## config.mk

```make
export PLATFORM = sky130hd
export DESIGN_NAME = box_position_ctrl
export DESIGN_NICKNAME = d
export VERILOG_FILES = /design/src/rtl/game_pkg.sv /design/src/rtl/box_position_ctrl_rect_offset_calc.sv /design/src/rtl/box_position_ctrl.sv
export SDC_FILE = /design/constraint.sdc
export NUM_CORES = 1
export LEC_CHECK = 0
export BUFFER_PORTS_ARGS = -buffer_cell sky130_fd_sc_hd__buf_2
export CORE_UTILIZATION = 24
export DETAILED_ROUTE_END_ITERATION = 6
export PLACE_DENSITY = 0.52
export SLEW_MARGIN = 10
export SYNTH_ARGS = -nofsm -noshare
export SYNTH_HDL_FRONTEND = slang
export SYNTH_SLANG_ARGS = --single-unit
```

## constraint.sdc

```tcl
create_clock -name clk -period 6.9 [get_ports clk]
set_input_delay 0.345 -clock clk [delete_from_list [all_inputs] [get_ports clk]]
set_output_delay 0.345 -clock clk [all_outputs]
set_load 0.02 [all_outputs]
```

## src/rtl/game_pkg.sv

```systemverilog
// Shared game definitions: screen geometry, coordinate type and the box FSM states.
package game_pkg;

    localparam int SCREEN_W = 640;
    localparam int SCREEN_H = 480;
    localparam int COORD_W  = 11;

    typedef logic [COORD_W-1:0] coord_t;

    typedef enum logic {
        RUN = 1'b0,
        HIT = 1'b1
    } box_state_t;

endpackage

```

## src/rtl/box_position_ctrl_rect_offset_calc.sv

```systemverilog
// Registered inside-box test and offset generator for any bitmap object.
// A blank request suppresses the inside flag but still produces offsets.
module rect_offset_calc
    import game_pkg::*;
#(
    parameter int OBJECT_WIDTH_X  = 16,
    parameter int OBJECT_HEIGHT_Y = 32
) (
    input  logic   clk,
    input  logic   reset,
    input  coord_t pixelX,
    input  coord_t pixelY,
    input  coord_t topLeftX,
    input  coord_t topLeftY,
    input  logic   blank,
    output coord_t offsetX,
    output coord_t offsetY,
    output logic   insideRectangle
);

    logic [COORD_W:0] px_s, py_s, left_s, top_s, right_s, bottom_s;
    logic             inside_s;
    coord_t           off_x_s, off_y_s;
    coord_t           off_x_r, off_y_r;
    logic             inside_r;

    // Widened compare so topLeft + size never wraps.
    always_comb begin
        px_s     = {1'b0, pixelX};
        py_s     = {1'b0, pixelY};
        left_s   = {1'b0, topLeftX};
        top_s    = {1'b0, topLeftY};
        right_s  = left_s + (COORD_W+1)'(OBJECT_WIDTH_X);
        bottom_s = top_s + (COORD_W+1)'(OBJECT_HEIGHT_Y);
        inside_s = (px_s >= left_s) && (px_s < right_s) &&
                   (py_s >= top_s)  && (py_s < bottom_s);
        if (inside_s) begin
            off_x_s = pixelX - topLeftX;
            off_y_s = pixelY - topLeftY;
        end else begin
            off_x_s = {COORD_W{1'b0}};
            off_y_s = {COORD_W{1'b0}};
        end
    end

    // Output registers.
    always_ff @(posedge clk) begin
        if (reset) begin
            off_x_r  <= {COORD_W{1'b0}};
            off_y_r  <= {COORD_W{1'b0}};
            inside_r <= 1'b0;
        end else begin
            off_x_r  <= off_x_s;
            off_y_r  <= off_y_s;
            inside_r <= inside_s && !blank;
        end
    end

    assign offsetX         = off_x_r;
    assign offsetY         = off_y_r;
    assign insideRectangle = inside_r;

endmodule

```

## src/rtl/box_position_ctrl.sv

```systemverilog
// Player box position owner: per-frame left/right movement with clamping,
// plus collision recovery (return home, then blink for HIT_FRAMES frames).
module box_position_ctrl
    import game_pkg::*;
#(
    parameter int OBJECT_WIDTH_X  = 16,
    parameter int OBJECT_HEIGHT_Y = 32,
    parameter int INIT_X          = 312,
    parameter int INIT_Y          = 440,
    parameter int SPEED           = 4,
    parameter int HIT_FRAMES      = 30
) (
    input  logic   clk,
    input  logic   reset,
    input  coord_t pixelX,
    input  coord_t pixelY,
    input  logic   startOfFrame,
    input  logic   moveLeft,
    input  logic   moveRight,
    input  logic   collision,
    output coord_t offsetX,
    output coord_t offsetY,
    output logic   insideRectangle,
    output coord_t topLeftX,
    output coord_t topLeftY,
    output logic   inRecovery
);

    localparam int     CNT_W   = $clog2(HIT_FRAMES);
    localparam coord_t MAX_X   = coord_t'(SCREEN_W - OBJECT_WIDTH_X);
    localparam coord_t HOME_X  = coord_t'(INIT_X);
    localparam coord_t HOME_Y  = coord_t'(INIT_Y);
    localparam coord_t STEP    = coord_t'(SPEED);
    localparam logic [CNT_W-1:0] LAST_CNT = CNT_W'(HIT_FRAMES - 1);

    box_state_t       state_r;
    logic             hit_latch_r;
    logic [CNT_W-1:0] frame_cnt_r;
    coord_t           top_left_x_r;
    logic             in_recovery_r;
    coord_t           move_x_s;
    logic             hit_pending_s;
    logic             blank_s;

    assign hit_pending_s = hit_latch_r || collision;
    assign blank_s       = (state_r == HIT) && frame_cnt_r[2];

    // Saturating candidate position for this frame's move request.
    always_comb begin
        if (moveLeft && !moveRight) begin
            if (top_left_x_r < STEP) begin
                move_x_s = {COORD_W{1'b0}};
            end else begin
                move_x_s = top_left_x_r - STEP;
            end
        end else if (moveRight && !moveLeft) begin
            if (top_left_x_r > (MAX_X - STEP)) begin
                move_x_s = MAX_X;
            end else begin
                move_x_s = top_left_x_r + STEP;
            end
        end else begin
            move_x_s = top_left_x_r;
        end
    end

    // Hit latch remembers a RUN-state collision until the next frame boundary.
    always_ff @(posedge clk) begin
        if (reset) begin
            hit_latch_r <= 1'b0;
        end else if (startOfFrame) begin
            hit_latch_r <= 1'b0;
        end else if (collision && (state_r == RUN)) begin
            hit_latch_r <= 1'b1;
        end else begin
            hit_latch_r <= hit_latch_r;
        end
    end

    // Frame-rate FSM: position, recovery counter and recovery flag.
    always_ff @(posedge clk) begin
        if (reset) begin
            state_r       <= RUN;
            frame_cnt_r   <= {CNT_W{1'b0}};
            top_left_x_r  <= HOME_X;
            in_recovery_r <= 1'b0;
        end else if (startOfFrame) begin
            case (state_r)
                RUN: begin
                    if (hit_pending_s) begin
                        state_r       <= HIT;
                        frame_cnt_r   <= {CNT_W{1'b0}};
                        top_left_x_r  <= HOME_X;
                        in_recovery_r <= 1'b1;
                    end else begin
                        top_left_x_r  <= move_x_s;
                    end
                end
                HIT: begin
                    if (frame_cnt_r == LAST_CNT) begin
                        state_r       <= RUN;
                        frame_cnt_r   <= {CNT_W{1'b0}};
                        in_recovery_r <= 1'b0;
                    end else begin
                        frame_cnt_r   <= frame_cnt_r + CNT_W'(1);
                    end
                end
                default: begin
                    state_r       <= RUN;
                    frame_cnt_r   <= {CNT_W{1'b0}};
                    top_left_x_r  <= HOME_X;
                    in_recovery_r <= 1'b0;
                end
            endcase
        end else begin
            state_r       <= state_r;
            frame_cnt_r   <= frame_cnt_r;
            top_left_x_r  <= top_left_x_r;
            in_recovery_r <= in_recovery_r;
        end
    end

    rect_offset_calc #(
        .OBJECT_WIDTH_X  (OBJECT_WIDTH_X),
        .OBJECT_HEIGHT_Y (OBJECT_HEIGHT_Y)
    ) u_rect (
        .clk             (clk),
        .reset           (reset),
        .pixelX          (pixelX),
        .pixelY          (pixelY),
        .topLeftX        (top_left_x_r),
        .topLeftY        (HOME_Y),
        .blank           (blank_s),
        .offsetX         (offsetX),
        .offsetY         (offsetY),
        .insideRectangle (insideRectangle)
    );

    assign topLeftX   = top_left_x_r;
    assign topLeftY   = HOME_Y;
    assign inRecovery = in_recovery_r;

endmodule

```

==> results of run 1 <==
state kept, by name (all words and copies together) (netlist names):
name / count
state_r: 1
hit_latch_r: 1
u_rect.insideRectangle: 1
topLeftX: 9
frame_cnt_r: 5
u_rect.offsetX: 11
inRecovery: 1
u_rect.offsetY: 11
placed cells by master, fill, tap and decap left out, types with 8 or more instances in the layout:
| cell | instances |
|---|---|
| buf_2 | 60 |
| dfxtp_1 | 40 |
| nor2_1 | 27 |
| a21oi_1 | 26 |
| ha_1 | 26 |
| nor3_1 | 23 |
| inv_1 | 18 |
| nand2_1 | 18 |
| conb_1 | 18 |
| o21ai_0 | 14 |
| xnor2_1 | 10 |
| a211oi_1 | 9 |
| nand3_1 | 8 |
worst max-delay path by stage:
stage,from,to,slack [ps],cells past startpoint
after global routing,topLeftX[6],u_rect.offsetX[4],4040,9
after global placement,topLeftX[6],u_rect.offsetX[6],4450,9
after CTS,topLeftX[6],u_rect.offsetX[4],4310,9
after floorplan,topLeftX[6],u_rect.offsetX[6],4360,10
final,topLeftX[6],u_rect.offsetX[4],4320,9
after detailed placement,topLeftX[6],u_rect.offsetX[4],4330,9
logic make-up (layout without fill, tap and decap cells):
family | count (synthesis) | count (layout) | synth area share
compound gates | 80 | 80 | 0.197
simple gates | 127 | 127 | 0.256
other cells | 2 | 18 | 0.00277
buf+inv | 45 | 89 | 0.0844
fa+ha+maj | 26 | 26 | 0.120
flops | 40 | 40 | 0.295
xor+xnor | 14 | 14 | 0.0452
final cells by class:
type | count | area (sq um) | share of cell area
clock buffer | 7 | 143 | 0.0437
timing repair buffer | 63 | 323 | 0.0990
multi-input combinational | 265 | 1740 | 0.535
inverter | 18 | 67.6 | 0.0207
tap | 140 | 175 | 0.0537
clock inverter | 1 | 7.51 | 0.00230
sequential | 40 | 801 | 0.246
synth_stat cells (2+ instances only):
cell / count
a311oi_1: 2
nand2_1: 18
inv_1: 18
o21ai_0: 14
nand2b_1: 6
or3_1: 4
a21oi_1: 26
o21a_1: 2
o2111ai_1: 2
a211oi_1: 9
nor2_1: 27
a31oi_1: 3
o41ai_1: 2
buf_4: 13
xnor2_1: 10
a41o_1: 2
nor2b_1: 4
nor3_1: 23
o211ai_1: 2
and2_1: 5
nor4b_1: 2
nor3b_1: 7
conb_1: 2
clkbuf_1: 10
xor2_1: 4
or2_2: 2
nand3_1: 8
dfxtp_1: 40
o31ai_1: 2
nand4b_1: 2
ha_1: 26
buf_2: 3
and3_1: 2
nand4_1: 7
nor4_1: 4
power by group:
part,internal [mW],switching [mW]
Combinational,0.0409,0.0680
Clock,0.144,0.0936
Sequential,0.235,0.00624
Total,0.420,0.168
layer usage:
metal	up-vias	global-route usage	wire length, um
li1	1300	-	-
met1	1147	0.173	3430
met2	81	0.201	3090
met3	5	0.0259	465
met4	0	0.0376	73
met5	-	0	0
metrics by stage:
step / utilization / instance area, sq um / std cells / worst slack [ps]
after floorplan: - / 2770 / 350 / 4360
after global placement: 0.284 / 3110 / 526 / 4450
after detailed placement: 0.284 / 3110 / 526 / 4330
after CTS: 0.298 / 3260 / 534 / 4310
after global routing: 0.298 / 3260 / 534 / 4040
final: 0.298 / 3260 / 534 / 4320
==> qor.txt, run 1 <==
RUN STATUS
----------------------------------------------------------------------------------
Outcome                                                                  completed

SETUP PATH
----------------------------------------------------------------------------------
Data arrival time of the critical path                                     2770 ps
Dominant delay contributor by cell family on the critical path          flip-flops
Worst reg2reg endpoint                                                u_rect.offsetX[4]
Delay of the slowest cell on the worst path                                 620 ps
Origin of the critical flop-to-flop path                               topLeftX[6]
Required arrival time at the worst endpoint                                7080 ps
Worst-path cell with the longest stage delay                               dfxtp_1
CP Buf/Inv Count                                                                 1
Type of destination of the critical path                                  register
Reg2reg path depth                                                               9
Ordered list of cells on the worst path                               nand3_1, xnor2_1, ha_1, a211oi_1, nand2_1, o2111ai_1, a21oi_1, buf_4, nor4_1
Max FO, Critical Path                                                           20
Nature of the critical path startpoint                                    register
R2r setup slk                                                              4320 ps
Critical path class                                                     reg -> reg

CLOCK TREE
----------------------------------------------------------------------------------
TritonCTS clock tree                                                         built
CTS H-tree lvls                                                                  2
Clock latency of the later-clocked register in the worst-skew pair          280 ps
Total of hold buffers inserted after clock tree synthesis                        0
Total of cells resized after clock tree synthesis                                0
Number of buffers added by the clock tree synthesis step                         5
Clock transition at path regs                                                60 ps
Maximum clock path buffer count                                                  2
TritonCTS sink count                                                            40
Root Buffer                                                              clkbuf_16
Number of setup buffers added after CTS                                          0

WORST HOLD PATH
----------------------------------------------------------------------------------
Number of cells on the worst hold path                                           2
Hold endpoint                                                         u_rect.offsetY[3]
Worst min-delay path startpoint                                          pixelY[3]
Classification of the worst-slack hold path                              in -> reg

POWER AND IR DROP
----------------------------------------------------------------------------------
Total leakage power                                                        1.41 nW
VDD IR max                                                               0.0849 mV
Power density relative to cell area                                    180 mW/mm^2
Overall Power                                                               588 uW

ROUTE
----------------------------------------------------------------------------------
Vias                                                                          2533
DRC violation total after the first TritonRoute iteration                      116
1st-pass router iterations                                                       4
Average routed wire per standard cell                                      13.2 um
DRC violations left                                                              0
Post-detailed-route count of antenna-violating nets                              0
Post-Route WL                                                              7060 um
Mean number of vias per cell                                                  4.74

STA
----------------------------------------------------------------------------------
Setup Total Neg Slack                                                         0 ps
Worst-margin pin slew                                                       700 ps
Tmin final                                                                 2580 ps
Final Hold Viols                                                                 0
Final worst path period share                                                0.374
Maximum clock frequency                                                    387 MHz
Unrepaired setup endpoints after global routing                                 no
Number of pins with negative max-slew slack in the final report                  0
Clock tree skew after final layout                                         3.16 ps
Worst-case hold slack                                                       264 ps
Final setup fails                                                                0
Worst slew margin relative to its limit                                      0.532

SYNTH
----------------------------------------------------------------------------------
Cell type with the highest aggregate area in the netlist                   dfxtp_1
Area share of the largest cell type after synthesis                          0.295
Share of the yosys chip area belonging to registers                          0.295
Most used DFF post-synth                                                   dfxtp_1
Netlist cell types                                                              56
Count of mapped cells out of synthesis                                         334
Synthesized area per cell                                               8.13 sq um
Flip-flop and latch count after synthesis                                       40
Number of enable-type register cells in the synthesized netlist                  0
Mapped cell area                                                      0.00271 sq mm
Yosys Warn Count                                                                 0
Async S/R FF share, synth                                                        0
Biggest area contributors in the synthesized netlist                  dfxtp_1 (30%), ha_1 (12%), a21oi_1 (4.8%), nor3_1 (4.2%), nor2_1 (3.7%)

CELLS AND AREA
----------------------------------------------------------------------------------
Diodes inserted                                                                  0
Share of cells above drive strength 1                                        0.206
Signed area change from the synthesized netlist to the final layout          20.1%
Final layout net count                                                         447
Final-layout fill cell count                                                  1200

JOB
----------------------------------------------------------------------------------
Count of maximum capacitance violations                                          0

DIE
----------------------------------------------------------------------------------
Area of the die                                                       0.0117 sq mm
Die X                                                                       108 um
Area of the placeable core                                            0.0109 sq mm
Number of I/O pins                                                              74
Row Count                                                                       38
Initial standard-cell utilization of the core                                0.248
Die span in y                                                               108 um

GLOBAL ROUTE
----------------------------------------------------------------------------------
Global-route usage over all layers                                           0.127
Number of global-route vias before repair                                     2399
Global-route wire length before repair                                    11700 um
Initial antenna violation count                                                  0
Global route overflow                                                            0
Maximum number of pins on one net before global-route repair                    21

PLACE
----------------------------------------------------------------------------------
HPWL after detailed placement                                              5560 um
Port Buffer Count                                                               60
Final GP Congestion                                                          0.819

Power figures use the tool's default switching activity.
==> run 2: changes to the inputs <==
- PLACE_DENSITY: 0.52 -> 0.53
- clock period: 6.9 -> 2.1 ns (I/O delays scaled with it)
==> qor.txt, run 2 (synthesis gave the netlist of run 1 again) <==
RUN STATUS
----------------------------------------------------------------------------------
Outcome                                                                  completed

JOB
----------------------------------------------------------------------------------
Count of maximum capacitance violations                                          0   unchanged

CLOCK TREE
----------------------------------------------------------------------------------
Maximum clock path buffer count                                                  2   unchanged
Root Buffer                                                              clkbuf_16
CTS H-tree lvls                                                                  2   unchanged
TritonCTS sink count                                                            40   unchanged
Clock latency of the later-clocked register in the worst-skew pair          280 ps   about the same
Total of hold buffers inserted after clock tree synthesis                        0   unchanged
TritonCTS clock tree                                                         built
Number of buffers added by the clock tree synthesis step                         5   unchanged
Clock transition at path regs                                                60 ps   about the same

DIE
----------------------------------------------------------------------------------
Area of the die                                                       0.0117 sq mm   unchanged
Number of I/O pins                                                              74   unchanged
Initial standard-cell utilization of the core                                0.248   unchanged
Row Count                                                                       38   unchanged
Die X                                                                       108 um   unchanged
Area of the placeable core                                            0.0109 sq mm   unchanged
Die span in y                                                               108 um   unchanged

SETUP PATH
----------------------------------------------------------------------------------
Worst-path cell with the longest stage delay                               dfxtp_4
Origin of the critical flop-to-flop path                               topLeftX[4]
Worst reg2reg endpoint                                                u_rect.offsetX[6]
Capturing instance or port of the critical path                       u_rect.offsetX[6]
Dominant delay contributor by cell family on the critical path        compound AO/OA/AOI/OAI gates
Ordered list of cells on the worst path                               ha_1, xnor2_1, ha_1, a211oi_2, nand2_1, o2111ai_2, a21oi_2, buf_12, nor4b_2
Top cell by count, worst path                                                 ha_1
Nature of the critical path startpoint                                    register
Launching element of the worst setup path                              topLeftX[4]
Required arrival time at the worst endpoint                                2300 ps   -4780 ps
Reg2reg path depth                                                               9   unchanged
Levels on crit path                                                              9   unchanged
CP Buf/Inv Count                                                                 1   unchanged
Max FO, Critical Path                                                           20   unchanged
Critical path class                                                     reg -> reg
Delay of the slowest cell on the worst path                                 370 ps   -250 ps
R2r setup slk                                                                70 ps   -4250 ps
Type of destination of the critical path                                  register
Data arrival time of the critical path                                     2230 ps   -540 ps

ROUTE
----------------------------------------------------------------------------------
Post-Route WL                                                              7530 um   +6.7%
DRC violation total after the first TritonRoute iteration                      100   -14%
Post-detailed-route count of antenna-violating nets                              0   unchanged
Average routed wire per standard cell                                      13.4 um   +1.4%
1st-pass router iterations                                                       4   unchanged
Vias                                                                          2691   +6.2%
Mean number of vias per cell                                                  4.79   +0.94%
DRC violations left                                                              0   unchanged

POWER AND IR DROP
----------------------------------------------------------------------------------
Total leakage power                                                        1.56 nW   +11%
VDD IR max                                                                0.287 mV   +240%
Overall Power                                                              1.99 mW   +240%
Power density relative to cell area                                    547 mW/mm^2   +200%

GLOBAL ROUTE
----------------------------------------------------------------------------------
Maximum number of pins on one net before global-route repair                    21   unchanged
Global route overflow                                                            0   unchanged
Initial antenna violation count                                                  0   unchanged
Number of global-route vias before repair                                     2508   +4.5%
Global-route usage over all layers                                           0.130   +0.00275
Global-route wire length before repair                                    11800 um   +0.88%

STA
----------------------------------------------------------------------------------
Maximum clock frequency                                                    492 MHz   +27%
Tmin final                                                                 2030 ps   -551 ps
Final Hold Viols                                                                 0   unchanged
Worst-case hold slack                                                      21.3 ps   -243 ps
Number of pins with negative max-slew slack in the final report                  0   unchanged
Final worst path period share                                                0.968   +0.594
Final setup fails                                                                0   unchanged
Worst-margin pin slew                                                       583 ps   -117 ps
Clock tree skew after final layout                                         4.28 ps   +1.12 ps
Worst slew margin relative to its limit                                      0.607   +0.0750
Unrepaired setup endpoints after global routing                                yes
Worst setup margin                                                         67.2 ps   -4250 ps

CELLS AND AREA
----------------------------------------------------------------------------------
Commonest cells after routing, fill and taps aside                    buf_2 (60), dfxtp_1 (33), buf_4 (29), nor2_1 (26), a21oi_1 (24)
Share of cells above drive strength 1                                        0.320   +0.114
Final layout net count                                                         475   +6.3%
Most common cell after layout, fill and taps aside                           buf_2
Signed area change from the synthesized netlist to the final layout          34.0%
Diodes inserted                                                                  0   unchanged
Final-layout fill cell count                                                  1185   -1.3%

WORST HOLD PATH
----------------------------------------------------------------------------------
Worst min-delay path startpoint                                          pixelY[3]
Classification of the worst-slack hold path                              in -> reg

PLACE
----------------------------------------------------------------------------------
Final GP Congestion                                                          0.900   +9.9%
Setup slack after placement                                               -44.9 ps   -4380 ps
HPWL after detailed placement                                              5870 um   +5.7%
Port Buffer Count                                                               60   unchanged

-- run 2: how the worst min path moves through the flow --
stage / end / slack (ps) / cells after the start
floorplan: hit_latch_r / 180 / 1
global placement: u_rect.offsetY[3] / 310 / 2
detailed placement: u_rect.offsetY[3] / 320 / 2
CTS: u_rect.offsetY[3] / 20 / 2
global route: u_rect.offsetY[3] / 30 / 2
finish: u_rect.offsetY[3] / 20 / 2
-- run 2: power by group --
part	switching, mW	internal (mW)
registers	0.0116	0.771
logic	0.259	0.180
clock network	0.293	0.474
total	0.564	1.43
-- run 2: routing by layer --
layer,up-vias,GRT usage,share of wire
met4,0,0.0463,0.012
li1,1359,-,-
met2,80,0.208,0.46
met1,1243,0.172,0.48
met3,9,0.0253,0.049
met5,-,0,0
-- run 2: through the flow --
stage	utilization	TNS (ps)	cells	area (sq um)
floorplan	-	-15.9	350	2830
global placement	0.307	0	552	3360
detailed placement	0.307	-44.9	552	3360
CTS	0.324	0	560	3540
global route	0.332	-127	562	3640
finish	0.332	0	562	3640
-- run 2: repair_timing --
| action | in CTS | in global routing |
|---|---|---|
| resized for setup | 4 | 16 |
| endpoints found under the setup margin | 1 | 25 |
| pin swaps | 0 | 4 |
| setup buffers | 0 | 2 |
-- run 2: area by class of cell --
class,instances,area (sq um),area share
clock inverter,1,6.26,0.00172
inverter,18,67.6,0.0186
multi-input combinational,265,1870,0.514
clock buffer,7,143,0.0392
tap,140,175,0.0482
sequential,40,817,0.225
timing repair buffer,91,558,0.153
